$ cat src/rtl/ssd_pkg.sv
// ssd_pkg: shared constants, FSM state type and anode helper for the seven-segment capture monitor
package ssd_pkg;
  localparam int SSD_DIGITS = 8;
  localparam logic [6:0] SEG_0 = 7'b1000000;
  localparam logic [6:0] SEG_1 = 7'b1111001;
  localparam logic [6:0] SEG_2 = 7'b0100100;
  localparam logic [6:0] SEG_3 = 7'b0110000;
  localparam logic [6:0] SEG_4 = 7'b0011001;
  localparam logic [6:0] SEG_5 = 7'b0010010;
  localparam logic [6:0] SEG_6 = 7'b0000010;
  localparam logic [6:0] SEG_7 = 7'b1111000;
  localparam logic [6:0] SEG_8 = 7'b0000000;
  localparam logic [6:0] SEG_9 = 7'b0010000;
  localparam logic [6:0] SEG_A = 7'b0001000;
  localparam logic [6:0] SEG_B = 7'b0000011;
  localparam logic [6:0] SEG_C = 7'b1000110;
  localparam logic [6:0] SEG_D = 7'b0100001;
  localparam logic [6:0] SEG_E = 7'b0000110;
  localparam logic [6:0] SEG_F = 7'b0001110;
  localparam logic [6:0] SEG_BLANK = 7'h7F;
  localparam logic [6:0] SEG_TABLE [16] = '{SEG_0, SEG_1, SEG_2, SEG_3, SEG_4, SEG_5, SEG_6, SEG_7,
                                            SEG_8, SEG_9, SEG_A, SEG_B, SEG_C, SEG_D, SEG_E, SEG_F};
  localparam logic [7:0] ANODE_NONE = 8'hFF;
  localparam logic [7:0] ANODE_DIGIT [SSD_DIGITS] = '{8'hFE, 8'hFD, 8'hFB, 8'hF7,
                                                      8'hEF, 8'hDF, 8'hBF, 8'h7F};
  typedef enum logic {HUNT, COLLECT} state_t;
  function automatic logic [2:0] anode_index(input logic [7:0] a);
    anode_index = '0;
    for (int i = 0; i < SSD_DIGITS; i++)
      if (a == ANODE_DIGIT[i]) anode_index = 3'(i);
  endfunction
endpackage

$ cat src/rtl/ssd_segment_decode.sv
// ssd_segment_decode: inverse of the active-low hex glyph table; glyph_ok low for any non-hex pattern
module ssd_segment_decode
  import ssd_pkg::*;
(
  input  logic [6:0] pattern,
  output logic [3:0] nibble,
  output logic       glyph_ok
);
  // table lookup; unmatched patterns decode to nibble 0 with glyph_ok low
  always_comb begin
    nibble = '0;
    glyph_ok = 1'b0;
    for (int i = 0; i < 16; i++)
      if (pattern == SEG_TABLE[i]) begin
        nibble = 4'(i);
        glyph_ok = 1'b1;
      end
  end
endmodule

$ cat src/rtl/ssd_capture.sv
// ssd_capture: rebuilds the 32-bit hex value shown on the multiplexed display; SSD_CAPTURE_SYNC_EN adds a 2-flop input synchronizer
module ssd_capture
  import ssd_pkg::*;
#(
  parameter int STABLE = 1000
) (
  input  logic        ssd_capture_clk,
  input  logic        ssd_capture_rst_n,
  input  logic [6:0]  ssd_capture_port_cc,
  input  logic [7:0]  ssd_capture_port_anode,
  output logic [31:0] ssd_capture_oport_value,
  output logic        ssd_capture_oport_valid,
  output logic [7:0]  ssd_capture_oport_blank_mask,
  output logic        ssd_capture_oport_error
);
  localparam logic [17:0] STB = 18'(STABLE);
  logic [14:0] cur, prev;
  logic [17:0] cnt;
  logic [7:0]  an;
  logic [2:0]  d, expected, exp_nxt;
  logic [3:0]  nib;
  logic        ok, one_hot, sample, store, complete, bad, done;
  logic [31:0] shadow_val;
  logic [7:0]  shadow_inv;
  state_t      state, state_nxt;
`ifdef SSD_CAPTURE_SYNC_EN
  logic [14:0] sync1, sync2;
  // two-flop synchronizer on every bus bit, idles at the blank/all-high level
  always_ff @(posedge ssd_capture_clk or negedge ssd_capture_rst_n)
    if (!ssd_capture_rst_n) begin
      sync1 <= '1;
      sync2 <= '1;
    end else begin
      sync1 <= {ssd_capture_port_anode, ssd_capture_port_cc};
      sync2 <= sync1;
    end
  assign cur = sync2;
`else
  assign cur = {ssd_capture_port_anode, ssd_capture_port_cc};
`endif
  assign an = cur[14:7];
  assign d = anode_index(an);
  assign one_hot = $onehot(~an);
  assign sample = (cur == prev) && (cnt == STB - 18'd1);
  ssd_segment_decode u_dec (
    .pattern  (cur[6:0]),
    .nibble   (nib),
    .glyph_ok (ok)
  );
  // previous-sample register and saturating stability counter
  always_ff @(posedge ssd_capture_clk or negedge ssd_capture_rst_n)
    if (!ssd_capture_rst_n) begin
      prev <= '1;
      cnt <= '0;
    end else begin
      prev <= cur;
      cnt <= (cur != prev) ? '0 : (cnt == STB) ? cnt : cnt + 18'd1;
    end
  // frame FSM state and expected digit index
  always_ff @(posedge ssd_capture_clk or negedge ssd_capture_rst_n)
    if (!ssd_capture_rst_n) begin
      state <= HUNT;
      expected <= '0;
    end else begin
      state <= state_nxt;
      expected <= exp_nxt;
    end
  // digit sequencing: in-order digits are stored, a stray digit 0 restarts, anything else rehunts
  always_comb begin
    state_nxt = state;
    exp_nxt = expected;
    store = 1'b0;
    complete = 1'b0;
    bad = 1'b0;
    if (sample && an != ANODE_NONE) begin
      if (!one_hot) begin
        bad = 1'b1;
        state_nxt = HUNT;
        exp_nxt = '0;
      end else if (state == COLLECT && d == expected) begin
        store = 1'b1;
        complete = (d == 3'd7);
        state_nxt = complete ? HUNT : COLLECT;
        exp_nxt = complete ? 3'd0 : expected + 3'd1;
      end else if (d == 3'd0) begin
        store = 1'b1;
        state_nxt = COLLECT;
        exp_nxt = 3'd1;
      end else begin
        state_nxt = HUNT;
        exp_nxt = '0;
      end
    end
  end
  // shadow frame capture, one-edge-later publish with valid, error pulse
  always_ff @(posedge ssd_capture_clk or negedge ssd_capture_rst_n)
    if (!ssd_capture_rst_n) begin
      shadow_val <= '0;
      shadow_inv <= '0;
      done <= 1'b0;
      ssd_capture_oport_value <= '0;
      ssd_capture_oport_blank_mask <= '0;
      ssd_capture_oport_valid <= 1'b0;
      ssd_capture_oport_error <= 1'b0;
    end else begin
      if (store) shadow_val[{d, 2'b00} +: 4] <= nib;
      if (store) shadow_inv <= (d == 3'd0) ? {7'd0, ~ok} : shadow_inv | ({7'd0, ~ok} << d);
      done <= complete;
      ssd_capture_oport_valid <= done;
      ssd_capture_oport_error <= bad;
      if (done) begin
        ssd_capture_oport_value <= shadow_val;
        ssd_capture_oport_blank_mask <= shadow_inv;
      end
    end
endmodule

$ cat config.mk
export PLATFORM = sky130hd
export DESIGN_NAME = ssd_capture
export DESIGN_NICKNAME = d
export VERILOG_FILES = /design/src/rtl/ssd_pkg.sv /design/src/rtl/ssd_segment_decode.sv /design/src/rtl/ssd_capture.sv
export SDC_FILE = /design/constraint.sdc
export NUM_CORES = 1
export LEC_CHECK = 0
export ABC_AREA = 1
export CELL_PAD_IN_SITES_DETAIL_PLACEMENT = 0
export CELL_PAD_IN_SITES_GLOBAL_PLACEMENT = 1
export CORE_MARGIN = 2
export CORE_UTILIZATION = 47
export DETAILED_ROUTE_END_ITERATION = 6
export PLACE_DENSITY_LB_ADDON = 0.08
export SETUP_SLACK_MARGIN = 0.2
export SLEW_MARGIN = 30
export SYNTH_ARGS = -nofsm -noshare
export SYNTH_HDL_FRONTEND = slang
export SYNTH_SLANG_ARGS = --single-unit
$ cat constraint.sdc
create_clock -name ssd_capture_clk -period 5.29 [get_ports ssd_capture_clk]
set_clock_uncertainty 0.15 [all_clocks]
set_input_delay 1.3225 -clock ssd_capture_clk [delete_from_list [all_inputs] [get_ports ssd_capture_clk]]
set_output_delay 1.3225 -clock ssd_capture_clk [all_outputs]
set_load 0.03 [all_outputs]
* Word-level counts from Yosys, hierarchy flattened *
Index checks and enable logic that the tools add are counted.

cells by class
  shifts and indexed selects = 3
  $add $sub $neg = 10
  equal/unequal tests = 31
  bitwise gates (word level) = 3
  muxes and demuxes = 58
  reductions and logical operators = 5

operators with widths
  operator                                                count
  equality test 8 bit (second input constant)             6
  equality test 18 x 10 -> 1 bit (second input constant)  2
  two-way mux 18 bit                                      2
  two-way mux 3 bit                                       11
  bitwise mux 32 bit                                      1
  two-way mux 4 bit                                       8
  variable shift 4 x 7 -> 32 bit (first input constant)   1
  variable part select 4 x 7 -> 32 bit                    1
  two-way mux 1 bit                                       31
  equality test 7 bit (second input constant)             4
  equality test 7 x 5 -> 1 bit (second input constant)    3
  equality test 7 x 6 -> 1 bit (second input constant)    3
  adder 18 x 1 -> 18 bit (second input constant)          1
  equality test 15 bit                                    1
  inequality test 15 bit                                  1
  equality test 7 x 2 -> 1 bit (second input constant)    2
  equality test 7 x 4 -> 1 bit (second input constant)    2
  adder 1 x 1 -> 2 bit                                    4
  equality test 8 x 7 -> 1 bit (second input constant)    1
  two-way mux 2 bit                                       4
  two-way mux 8 bit                                       1
  inequality test 8 bit (second input constant)           1
  NOT 8 bit                                               1
  OR 8 bit                                                1
  14 further kinds                                        17

word-level totals
  output and inout bits = 42
  input bits = 17
  register bits after elaboration = 120
  logic and storage cells = 121

* Depth between registers and ports, before layout *
Gate-level depths: netlist of run 1.

  depth after elaboration = 21
  gate-level depth with buffers = 17
  depth with buffers taken out = 16

* Cells and area by module *
From an unflattened synthesis of run 1, not the netlist that was laid out.

unflattened totals
  cells, all modules = 797
  area, all modules = 6,682.7 um^2

by module, submodules not included
  module              instances  cells an instance  seq. area each (um^2)  area each (um^2)
  ssd_capture         1          733                3,021.6                6,396.1
  ssd_segment_decode  1          64                 0.0                    286.5

* Least setup slack after synthesis of run 1 *
OpenSTA, ideal clock, no wires.

  kind = input-to-reg
  start = input ssd_capture_port_anode[0]
  end = register shadow_val[8]
  data required time = 5,022 ps
  cell stages on the path = 13
  path buffers = 0
  arrival = 4,522 ps
  library setup time = 118 ps
  path slack = 499 ps
  path through = inv_1 > fa_1 > fa_1 > fa_1 > ha_1 > inv_1 > fa_1 > nand2_1 > a211o_1 > nor2_2 > nand4_2 > nor2_1 > nor2_1

between the ends
  word-level cells in the longest chain between the ends = 13
  elaborated cells on any way between the ends = 34
  those cells by class = add/sub (4); eq/ne (11); shift (2); mux (12); bitwise (1); reduce/logical (4)

ends and longest elaborated chain
  what                                                                          RTL line            RTL
  from (decl)                                                                   ssd_capture.sv:10   input logic [7:0] ssd_capture_port_anode,
  parallel branches: the longest is 13 deep, another holds negation 5 -> 7 bit  n/a
  to (signal, indexed assignment)                                               ssd_capture.sv:106  if (store) shadow_val[{d, 2'b00} +: 4] <= nib;
  to (decl)                                                                     ssd_capture.sv:23   logic [31:0] shadow_val;

Several ways; the timed one is not identified.
A chain may end at the register's enable or synchronous reset.

* Final worst setup path of run 1 *
  start = input ssd_capture_port_anode[3]
  end = register shadow_val[23]

The elaborated chain is that of the path after synthesis.

==> results of run 1 <==
power breakdown:
group	internal [mW]	switching [mW]
Combinational	0.0553	0.0858
Sequential	0.929	0.00270
Clock	0.814	0.414
Total	1.80	0.503
area by class of cell:
class	count	area, um^2
Fill cell	1131	4987
Sequential cell	120	3025
Multi-Input combinational cell	445	2628
Timing Repair Buffer	77	732.0
Clock buffer	21	460.4
Inverter	80	300.3
Tap cell	172	215.2
Clock inverter	11	168.9
path summary, 6_finish.rpt:
path / slack [ns] / to / cells past startpoint / from
setup / recovery: 0.59 / shadow_val[23]$_DFFE_PN0P_ / 14 / ssd_capture_port_anode[3]
hold / removal: 0.33 / shadow_val[26]$_DFFE_PN0P_ / 2 / shadow_val[26]$_DFFE_PN0P_
setup reg to reg: 2.60 / shadow_val[20]$_DFFE_PN0P_ / 10 / prev[1]$_DFF_PN1_
hold reg to reg: 0.33 / shadow_val[26]$_DFFE_PN0P_ / 2 / shadow_val[26]$_DFFE_PN0P_
max in group asynchronous: 3.24 / shadow_val[4]$_DFFE_PN0P_ / 2 / ssd_capture_rst_n
min in group asynchronous: 0.80 / cnt[9]$_DFFE_PN0P_ / 1 / ssd_capture_rst_n
kinds of logic after synthesis:
group / Yosys count
AOI/OAI and AO/OA: 78
adders and majority gates: 16
DFF: 120
muxes: 29
buffers and inverters: 91
and+or+nand+nor: 303
xor gates and xnor gates: 19
worst max-delay path, stage by stage:
cell and delay [ns]:
dlymetal6s2s_1 0.12, inv_2 0.06, fa_1 0.58, fa_1 0.45
fa_1 0.50, ha_2 0.17, inv_1 0.06, fa_2 0.51
nand2_1 0.05, a211o_1 0.33, nor2_2 0.14, buf_6 0.12
nand4_1 0.23, o21ai_0 0.25
flip-flops by register name, summed over array words and instances (netlist names):
signal / flops
shadow_val: 32
ssd_capture_oport_valid: 1
cnt: 18
ssd_capture_oport_blank_mask: 8
ssd_capture_oport_value: 32
ssd_capture_oport_error: 1
shadow_inv: 8
state: 1
prev: 15
done: 1
expected: 3
repair_timing:
item | CTS | global route
hold buffers | 0 | 0
buffers inserted | 0 | 2
endpoints found under the setup margin | 0 | 42
resized for setup | 0 | 11
cell usage in the layout (no fill, tap or decap), types with 6 or more instances in the layout:
cell type,instances
o21ai_1,9
inv_1,73
nor2_2,6
nand3b_1,6
nor2_1,77
nand2_1,118
clkbuf_16,17
inv_2,7
mux2_2,29
xnor2_1,18
dfrtp_1,104
nor3_1,15
ha_1,11
o21ai_0,31
dfstp_2,15
nand4_1,26
buf_4,19
clkdlybuf4s50_1,54
a21oi_1,28
nand3_1,23
Yosys cell counts, types with 3 or more instances:
library cell    n  area, um^2
nand2_1       118       442.9
nor2_1         79       296.5
nand2_2         5       31.28
nand3b_1        6       45.04
nand4_1        26       162.7
a21oi_1        28       140.1
clkbuf_1        8       30.03
nor2_2          4       25.02
nor3b_1         3       22.52
nand2_4         3       33.78
inv_1          74       277.8
xnor2_1        18       157.7
nor3_1         15       75.07
nand3_2         5       50.05
ha_1           12       150.1
nor4_1          3       18.77
mux2_2         29       326.6
inv_2           6       22.52
o21ai_0        31       155.2
o21ai_1         9       45.04
dfstp_2        15       394.1
dfrtp_1       105        2628
fa_1            4       80.08
nand3_1        23       115.1
nor3_2          3       30.03
through the flow:
step           hold WS [ns]  power [mW]  std cells  worst slack [ns]  setup TNS [ns]
3_3_place_gp         0.3229       1.083        892           -0.1591          -2.464
2_1_floorplan        0.2019       1.016        656            0.4993               0
6_report             0.3346       2.301        926            0.5861               0
5_1_grt              0.3573       2.391        926            0.3563               0
4_1_cts              0.3355       2.322        924            0.2150               0
3_5_place_dp         0.3218       1.086        892           -0.2286          -5.391
layer usage:
metal | track usage, % | share of wire [%]
met4 | 9.020 | 1.4
met3 | 5.760 | 4.0
met5 | 0 | 0
met2 | 31.29 | 45
met1 | 30.31 | 50
==> impl_metrics.ini, run 1 <==
[status]
outcome = complete, no violations

[logic_synthesis]
syn-cell-area_mm2 = 0.005973
yosys_warnings = 0
synth_ff_type = dfrtp_1
synth_adder_area_share_pct = 3.854
synth_xor_area_share_pct = 2.786
syn_inst = 656
synth_mux_area_share_pct = 5.467
yosys.area_share.simple_pct = 24.47
syn_nets = 689
avgSynthCellArea_um2 = 9.106
ys_seq_area_share_pct = 50.59
synth_compound_area_share_pct = 6.954
yosys_register_bits = 120
synth_top_family_by_area = simple AND/OR/NAND/NOR gates
ys_types = 43
async_flop_share_pct = 100.0
synth_edf_count = 0

[floorplanning]
dieArea_mm2 = 0.01363
start_util_pct = 47.72
die_h_um = 116.7
fp.dieW_um = 116.7
pin_count = 59
core_area_mm2 = 0.01252
num_rows = 41

[clocking]
clock-sinks = 120
cts_tree = yes
clock_latency_ns = 0.42
clkTransAtPathRegs_ns = 0.06
root_buffer = clkbuf_16
clock_path_buffers = 2
htree_num_levels = 4
numCtsBuffers = 17

[detailed_routing]
drtPass1Iterations = 5
drt_iter0_markers = 314
via_per_inst = 5.064
post_drt_wl_per_cell_um = 14.22
routed_wl_um = 13170
vias = 4689
antenna_left = 0
drc = 0

[finish]
area_growth_pct = 26.06
diodes = 0
layout.nets = 774
final_area_mm2 = 0.007530
final_util_pct = 60.16
drive_gt1_share_pct = 17.77

[setup_path]
setup.worst_path.start_class = primary input
cp.arrival_ns = 4.89
crit_path_end_kind = flip-flop
setup.worst_path.class = primary input to flip-flop
crit_fanout = 6
required_ns = 5.47

[place]
post_dp_cell_area_mm2 = 0.006844
io_buffers = 58
dp_hpwl_um = 9321
gp_congestion = 0.8688

[timing]
setup_viol = 0
slew_violations = 0
tightest_slew_ns = 0.6712
fin_crit_ns = 4.704
finalHoldViolations = 0
fin_crit_sh_pct = 88.92
maxSlewHeadroom_pct = 55.25
rsz0062_at_grt = no
max_freq_mhz = 212.6

[pwr]
cellLeakagePower_nw = 3.488
peakVddDrop_v = 0.0002195
cellPowerDensity_mw_per_mm2 = 305.5

[global_routing]
antenna_found_initial = 0
grt_first_pass_wirelength_um = 22470
grt_pass1_vias = 4595
grt_start_max_net_pins = 54
grt_remaining_overflow = 0
track_usage_pct = 21.45

[worst_hold_path]
holdCritPathClass = flip-flop to flip-flop

[run]
maxCapViolCount = 0
No activity file was read; power rests on OpenSTA's default activity.
==> run 2, diff against run 1 <==
--- a/config.mk
+++ b/config.mk
@@ -8,6 +8,7 @@
 export ABC_AREA = 1
 export CELL_PAD_IN_SITES_DETAIL_PLACEMENT = 0
 export CELL_PAD_IN_SITES_GLOBAL_PLACEMENT = 1
+export CORE_ASPECT_RATIO = 1.4
 export CORE_MARGIN = 2
 export CORE_UTILIZATION = 47
 export DETAILED_ROUTE_END_ITERATION = 6
==> run 2 against run 1 <==
  * Sequential share of layout area grew 0.79 points
  * Utilization down 0.47 points
  * Final area is 1.9% lower
  * Die area about the same
  * Routed wire length shrank 0.65%
  * Sequential power hardly changed
  * Combinational power shrank 4%
==> impl_metrics.ini, run 2 (synthesis results as in run 1) <==
[status]
outcome = complete, no violations

[place]
preCtsSetupSlack_ns = -0.2123
gp_congestion = 0.9085
dp_hpwl_um = 9540
io_buffers = 58

[setup_path]
crit_path_end_kind = flip-flop
crit_fanout = 6
critPathMostFrequentCell = fa_1
setup.worst_path.class = primary input to flip-flop
worst_r2r_path_depth = 10
required_ns = 5.42
cpPeakStageDelay_ns = 0.57
crit_chain = dlygate4sd2_1 > inv_2 > fa_1 > fa_1 > fa_1 > ha_2 > inv_1 > fa_2 > nand2_1 > a211o_1 > nor2_2 > buf_6 > nand4_1 > nand2_1 > o21ai_0
cp.arrival_ns = 5.00
setup.worst_path.start_class = primary input
path_delay_family = adder cells
crit_path_top_delay_cell = fa_1
critPathBufInv = 4
worst-path-stages = 15

[floorplanning]
num_rows = 48
core_area_mm2 = 0.01237
pin_count = 59
dieArea_mm2 = 0.01364
fp.dieW_um = 99.28
start_util_pct = 48.28
die_h_um = 137.4

[timing]
setup_tns_ns = 0
max_freq_mhz = 205.6
hold_ws_ns = 0.3333
rsz0062_at_grt = no
maxSlewHeadroom_pct = 51.21
setup_viol = 0
slew_violations = 0
finalHoldViolations = 0
fin_crit_sh_pct = 91.96
setup_ws_ns = 0.4251
fin_crit_ns = 4.865
tightest_slew_ns = 0.7319

[detailed_routing]
drt_iter0_markers = 290
drtPass1Iterations = 5
via_per_inst = 5.185
drc = 0
vias = 4661
post_drt_wl_per_cell_um = 14.55
routed_wl_um = 13080
antenna_left = 0

[global_routing]
antenna_found_initial = 0
grt_start_max_net_pins = 59
grt_pass1_vias = 4636
grt_first_pass_wirelength_um = 22550
track_usage_pct = 20.99
grt_remaining_overflow = 0

[finish]
final_cell_mix = 118 x nand2_1, 104 x dfrtp_1, 79 x nor2_1
drive_gt1_share_pct = 17.22
layout_commonest_cell = nand2_1
diodes = 0
layout.nets = 771
largest_registers = shadow_val (32), ssd_capture_oport_value (32), cnt (18)
area_growth_pct = 23.63

[pwr]
cellLeakagePower_nw = 3.456
peakVddDrop_v = 0.0002064
p_total_mw = 2.178
cellPowerDensity_mw_per_mm2 = 294.9

[clocking]
cts_tree = yes
clock_latency_ns = 0.41
cts.hold.buffers_added = 0
numCtsBuffers = 17
clock_path_buffers = 2
root_buffer = clkbuf_16
clkTransAtPathRegs_ns = 0.06
htree_num_levels = 4
clock-sinks = 120

[run]
maxCapViolCount = 0

[worst_hold_path]
hold_depth = 2
holdCritPathClass = flip-flop to flip-flop
==> run 2: final cells by class <==
class	instances	area, um^2
sequential	120	3025
tap	150	187.7
multi-input combinational	445	2605
timing repair buffer	74	698.2
inverter	80	300.3
fill	1069	4987
clock buffer	18	439.2
clock inverter	12	128.9
==> run 2: worst reg2reg max path, stage by stage, from the launching register on <==
cell and delay [ns]:
dfstp_2 0.52, xnor2_1 0.11, nand4_1 0.14, nor2_1 0.21, nand2_1 0.31, inv_2 0.23
nand2_1 0.07, nor2_1 0.31, nand4_1 0.37, nand2_1 0.14, o21ai_1 0.07
==> run 2: what timing repair did <==
item,4_1_cts,5_1_grt
pin swaps,7,2
gates resized for setup,8,0
gates cloned,0,0
setup buffers,1,0
setup endpoints to repair,1,9
==> run 2: worst paths after layout <==
| check | end | startpoint | slack (ns) |
|---|---|---|---|
| max | shadow_val[23]$_DFFE_PN0P_ | ssd_capture_port_anode[3] | 0.43 |
| min | shadow_inv[3]$_DFFE_PN0P_ | shadow_inv[3]$_DFFE_PN0P_ | 0.33 |
| max reg2reg | shadow_val[31]$_DFFE_PN0P_ | prev[7]$_DFF_PN1_ | 2.53 |
| min reg2reg | shadow_inv[3]$_DFFE_PN0P_ | shadow_inv[3]$_DFFE_PN0P_ | 0.33 |
| max in group asynchronous | shadow_inv[2]$_DFFE_PN0P_ | ssd_capture_rst_n | 3.23 |
| min in group asynchronous | cnt[6]$_DFFE_PN0P_ | ssd_capture_rst_n | 0.83 |
==> run 2: where the power goes <==
| part | switching (mW) | internal, mW | total, mW |
|---|---|---|---|
| registers | 0.00247 | 0.929 | 0.932 |
| clock network | 0.413 | 0.698 | 1.11 |
| logic | 0.0849 | 0.0500 | 0.135 |
| total | 0.500 | 1.68 | 2.18 |
==> run 2: through the flow <==
stage / utilization [%] / instance area (um^2) / cells
after floorplan: - / 5973 / 656
after global placement: 54.98 / 6802 / 868
after detailed placement: 54.98 / 6802 / 868
after CTS: 59.67 / 7382 / 899
after global routing: 59.69 / 7385 / 899
final: 59.69 / 7385 / 899
==> run 2: metal layers <==
layer | track usage (%) | part of all wire (%) | vias to the layer above | wire [um]
li1 | - | - | 2322 | -
met1 | 28.23 | 45 | 2225 | 5951
met2 | 34.16 | 49 | 101 | 6453
met3 | 4.313 | 3.9 | 13 | 514
met4 | 6.849 | 1.2 | 0 | 161
met5 | 0 | 0 | - | 0
